[src/rtl/data_memory_sized.sv]
// data_memory_sized: big-endian byte-addressable data memory with registered loads,
// alignment/range checking and a reset-time initialisation sequencer.
module data_memory_sized #(
    parameter int DATA_W      = 32,
    parameter int ADDR_W      = 32,
    parameter int DEPTH_BYTES = 64,
    parameter int INIT_MODE   = 1
) (
    input  logic              clk,
    input  logic              startin_n,
    input  logic [ADDR_W-1:0] address,
    input  logic [DATA_W-1:0] write_data,
    input  logic              mem_write,
    input  logic              mem_read,
    input  logic [1:0]        size,
    input  logic              load_unsigned,
    output logic [DATA_W-1:0] read_data,
    output logic              read_valid,
    output logic              addr_err,
    output logic              busy
);
    localparam int WORDS = DEPTH_BYTES / 4;
    localparam int WW    = $clog2(WORDS);
    localparam int IW    = WW + 2;
    localparam int AW1   = ADDR_W + 1;
    typedef enum logic {INIT, READY} state_t;
    state_t            state_q;
    logic [WW-1:0]     cnt_q;
    logic [DATA_W-1:0] read_data_q, read_data_d;
    logic              read_valid_q, addr_err_q;
    logic [7:0]        mem_q [DEPTH_BYTES];
    logic [IW-1:0]     a0, a1, a2, a3, init_base;
    logic [2:0]        nbytes;
    logic [AW1-1:0]    last_addr;
    logic              aligned, valid, ready, ld, st, bad, sgn, cnt_last;
    logic [31:0]       init_word;
    // Accesses are aligned when valid, so OR-ing the low bits gives the following byte addresses.
    assign a0        = address[IW-1:0];
    assign a1        = a0 | IW'(1);
    assign a2        = a0 | IW'(2);
    assign a3        = a0 | IW'(3);
    assign nbytes    = size == 2'b00 ? 3'd1 : size == 2'b01 ? 3'd2 : 3'd4;
    assign last_addr = {1'b0, address} + AW1'(nbytes) - AW1'(1);
    assign aligned   = size == 2'b00 || (size == 2'b01 && !address[0]) || (size == 2'b10 && address[1:0] == 2'b00);
    assign valid     = size != 2'b11 && aligned && last_addr < AW1'(DEPTH_BYTES);
    assign ready     = state_q == READY && startin_n;
    assign ld        = ready && mem_read && valid;
    assign st        = ready && mem_write && valid;
    assign bad       = ready && (mem_read || mem_write) && !valid;
    assign sgn       = !load_unsigned && mem_q[a0][7];
    assign read_data_d = size == 2'b00 ? {{24{sgn}}, mem_q[a0]} :
                         size == 2'b01 ? {{16{sgn}}, mem_q[a0], mem_q[a1]} :
                                         {mem_q[a0], mem_q[a1], mem_q[a2], mem_q[a3]};
    assign cnt_last  = cnt_q == WW'(WORDS - 1);
    assign init_base = {cnt_q, 2'b00};
    assign init_word = INIT_MODE == 0 ? 32'h0 : cnt_q == '0 ? 32'hFFFF_FFFF : cnt_q[0] ? 32'h2 : 32'h1;
    // Memory is read combinationally before the edge, so a same-cycle store is read-first.
    always_ff @(posedge clk) begin
        if (startin_n && state_q == INIT) begin
            for (int k = 0; k < 4; k++) mem_q[init_base | IW'(k)] <= init_word[31-8*k -: 8];
        end else if (st) begin
            mem_q[a0] <= size == 2'b00 ? write_data[7:0] : size == 2'b01 ? write_data[15:8] : write_data[31:24];
            if (size != 2'b00) mem_q[a1] <= size == 2'b01 ? write_data[7:0] : write_data[23:16];
            if (size == 2'b10) begin
                mem_q[a2] <= write_data[15:8];
                mem_q[a3] <= write_data[7:0];
            end
        end
    end
    always_ff @(posedge clk) begin
        if (!startin_n) begin
            state_q      <= INIT;
            cnt_q        <= '0;
            read_data_q  <= '0;
            read_valid_q <= 1'b0;
            addr_err_q   <= 1'b0;
        end else begin
            read_valid_q <= ld;
            addr_err_q   <= bad;
            if (ld) read_data_q <= read_data_d;
            else if (bad) read_data_q <= '0;
            if (state_q == INIT) begin
                cnt_q <= cnt_last ? '0 : cnt_q + WW'(1);
                if (cnt_last) state_q <= READY;
            end
        end
    end
    assign read_data  = read_data_q;
    assign read_valid = read_valid_q;
    assign addr_err   = addr_err_q;
    assign busy       = state_q == INIT;
endmodule

[config.mk]
export PLATFORM = sky130hd
export DESIGN_NAME = data_memory_sized
export DESIGN_NICKNAME = d
export VERILOG_FILES = /design/src/rtl/data_memory_sized.sv
export SDC_FILE = /design/constraint.sdc
export NUM_CORES = 2
export LEC_CHECK = 0
export ABC_AREA = 1
export ABC_CLOCK_PERIOD_IN_PS = 7000
export BUFFER_PORTS_ARGS = -buffer_cell sky130_fd_sc_hd__clkbuf_2
export CAP_MARGIN = 20
export CORE_AREA = 8 8 422 259
export DETAILED_ROUTE_END_ITERATION = 7
export DIE_AREA = 0 0 430 267
export MAX_ROUTING_LAYER = met4
export SLEW_MARGIN = 20
export SYNTH_ARGS = -nofsm -noshare
export SYNTH_HDL_FRONTEND = slang
export SYNTH_SLANG_ARGS = --single-unit
[constraint.sdc]
create_clock -name clk -period 7 [get_ports clk]
set_input_delay 1.75 -clock clk [delete_from_list [all_inputs] [get_ports clk]]
set_output_delay 1.75 -clock clk [all_outputs]
set_load 0.1 [all_outputs]
==> impl_metrics.sql <==
INSERT INTO impl_metrics (metric_group, metric, value, unit) VALUES
('min_path', 'hold_path.class', 'flip-flop to flip-flop', ''),
('route', 'remaining_drc_errors', '50', ''),
('sta', 'fin_crit', '5981', 'ps'),
('critical_path', 'reg2reg_depth', '8', ''),
('synth', 'post-synth-top-area-fraction', '37.60', '%'),
('placement', 'post_dp_cell_area', '0.04304', 'mm^2'),
('layout', 'final_design_area_no_fill', '0.04505', 'mm^2'),
('power_and_ir_drop', 'power_leakage', '0.01908', 'uW'),
('run', 'drv_cap', '0', ''),
('power_and_ir_drop', 'power_density', '214.3', 'mW/mm^2'),
('critical_path', 'end_kind', 'flip-flop', ''),
('die', 'floorplan.die.height', '267', 'um'),
('outcome', 'outcome', 'finished, violations left', ''),
('synth', 'number_of_flops_mapped_to_enable_cells_by_yosys', '512', ''),
('sta', 'timing.slew.headroom', '8.031', '%'),
('critical_path', 'regToRegEndpoint', 'mem_q[3][4]', ''),
('synth', 'post_synth_adder_cell_area', '1.193', '%'),
('placement', 'hpwl', '168000', 'um'),
('die', 'boundaryPins', '106', ''),
('sta', 'fraction_of_the_cycle_the_final_worst_path_needs', '85.44', '%'),
('synth', 'yosys_most_used_dff', 'edfxtp_1', ''),
('sta', 'max_freq', '167.2', 'MHz'),
('synth', 'synth_top_cell_by_area', 'edfxtp_1', ''),
('clocking', 'clk_transition_reported_paths', '60', 'ps'),
('critical_path', 'reg2reg_setup_slack', '3100', 'ps'),
('synth', 'post_syn_area_per_cell', '6.872', 'um^2'),
('outcome', 'violations', 'design-rule violations', ''),
('min_path', 'hold_path_startpoint', 'read_data[17]', ''),
('route', 'antenna_left', '0', ''),
('placement', 'pre_cts_ws', '620.8', 'ps'),
('min_path', 'worstHoldEndpoint', 'read_data[17]', ''),
('clocking', 'cts_setup_buffers', '0', ''),
('sta', 'maximum_clock_skew_at_final_layout', '30.00', 'ps'),
('die', 'dieArea', '0.1148', 'mm^2'),
('layout', 'layout.nets', '5977', ''),
('clocking', 'cts.hold.buffers_added', '0', ''),
('clocking', 'cts_made_buffers', '57', ''),
('clocking', 'clock_sink_count', '551', ''),
('sta', 'final_count_of_hold_timing_violations', '0', ''),
('synth', 'yosys_register_bits', '551', ''),
('synth', 'dominant_cell_by_count_in_the_synthesized_netlist', 'nand2_1', ''),
('critical_path', 'crit_path_frequent_cell', 'nand2_1', ''),
('route', 'wl_per_cell', '33.03', 'um'),
('synth', 'muxShareOfSynthArea', '0.5876', '%'),
('critical_path', 'arrival', '6390', 'ps'),
('die', 'core', '0.1035', 'mm^2'),
('critical_path', 'critical_path.startpoint_type', 'input pin', ''),
('power_and_ir_drop', 'vdd_ir_drop_max', '0.1903', 'mV'),
('sta', 'worst-slew-pin-transition', '1365', 'ps'),
('grt', 'grt_first_pass_wirelength', '327200', 'um'),
('synth', 'synth.cell_area', '0.04089', 'mm^2'),
('synth', 'synth_async_sr_flop_share', '0', '%'),
('sta', 'final_critical_path_setup_slack', '1019', 'ps'),
('clocking', 'clock_path_buffers', '3', ''),
('sta', 'report.final.slew_viol_count', '0', ''),
('route', 'vias_per_cell', '6.568', ''),
('sta', 'grt_setup_unrepaired', 'no', ''),
('synth', 'yosysUniqueCellTypes', '65', ''),
('synth', 'synth_xor_area_share', '0.02142', '%'),
('critical_path', 'timing_worst_setup_path_type', 'input pin to flip-flop', ''),
('sta', 'fin_setup_tns', '0', 'ps'),
('synth', 'synth_fp_nets', '6060', ''),
('synth', 'synth.yosys.seq_area_share', '39.51', '%'),
('placement', 'port_buffers', '105', ''),
('grt', 'number_of_antenna_violations_at_the_first_check_in_global_routing', '21', ''),
('critical_path', 'worst-path-max-fanout', '18', ''),
('die', 'initial_util', '39.51', '%'),
('critical_path', 'critPathSlowestCell', 'buf_4', ''),
('critical_path', 'slowest_delay', '420', 'ps'),
('route', 'firstDrtPassIters', '8', ''),
('clocking', 'clockRootBuffer', 'clkbuf_16', '');
==> sequential cells by signal (all words and copies together) (netlist names) <==
signal      count
addr_err        1
cnt_q           4
mem_q         512
read_data      32
read_valid      1
state_q         1
==> how the worst max path moves through the flow <==
stage,from,endpoint,slack (ps),cells past startpoint
4_1_cts,size[1],mem_q[42][4],1300,29
2_1_floorplan,address[2],mem_q[34][0],640,30
3_5_place_dp,size[1],mem_q[42][4],620,29
3_3_place_gp,size[1],mem_q[23][3],630,27
6_report,size[1],mem_q[42][4],1020,29
5_1_grt,size[1],mem_q[42][0],810,29
==> stage by stage <==
step | total power, uW | std cells | hold slack, ps | utilization, %
3_5_place_dp | 6160 | 7170 | 457.5 | 41.59
5_1_grt | 9831 | 7295 | 480.5 | 43.53
2_1_floorplan | 5167 | 5950 | 506.0 | -
6_report | 9653 | 7298 | 464.3 | 43.53
4_1_cts | 9427 | 7274 | 466.7 | 43.45
3_3_place_gp | 6149 | 7170 | 447.5 | 41.58
==> layout by cell type, fill, tap and decap left out, drive strengths merged, types with 10 or more instances in the layout <==
cell type,n
nand2,2309
o21ai,668
edfxtp,512
nor2,422
nand3,403
inv,300
a21oi,235
nand4,204
clkbuf,174
buf,153
o22ai,122
o211ai,61
nor3,51
ha,39
dfxtp,39
o311ai,32
mux2i,24
diode,23
clkinv,23
o2111ai,19
a221oi,15
or2,10
==> cell families (layout without fill, tap and decap cells) <==
logic type               Yosys count  in the layout
adder cells (fa/ha/maj)           39             39
multiplexers                      24             24
XOR/XNOR                           1              1
buffers and inverters            702            664
flip-flops                       551            551
AND/OR/NAND/NOR                 3417           3417
other                              0             23
AO/OA/AOI/OAI                   1216           1216
==> power breakdown <==
part | total, uW | switching (uW) | internal, uW
Clock | 3360 | 1510 | 1840
Combinational | 2490 | 1920 | 568
Sequential | 3810 | 48.9 | 3760
==> critical path: cells and delay by family <==
kind / cells / cell delay, ps
adders and majority gates: 2 / 450
buffers and inverters: 6 / 970
AOI/OAI and AO/OA: 2 / 420
and+or+nand+nor: 19 / 2750
==> layout make-up <==
cell class              instances  area, um^2
diodes                         23       57.56
clock buffers                  72        1525
clock inverters                32       392.9
fillers                     10800       58430
inverters                     305        1160
multi-input cells            4697       22190
flip-flops and latches        551       16160
well taps                    1363        1705
repair buffers                255        1866
==> routing by layer <==
layer / track usage [%] / part of all wire [%]
met2: 46.50 / 34
met5: - / 0
met1: 57.52 / 41
met3: 24.16 / 21
met4: 14.13 / 4.3
(Power assumes the default switching activity.)
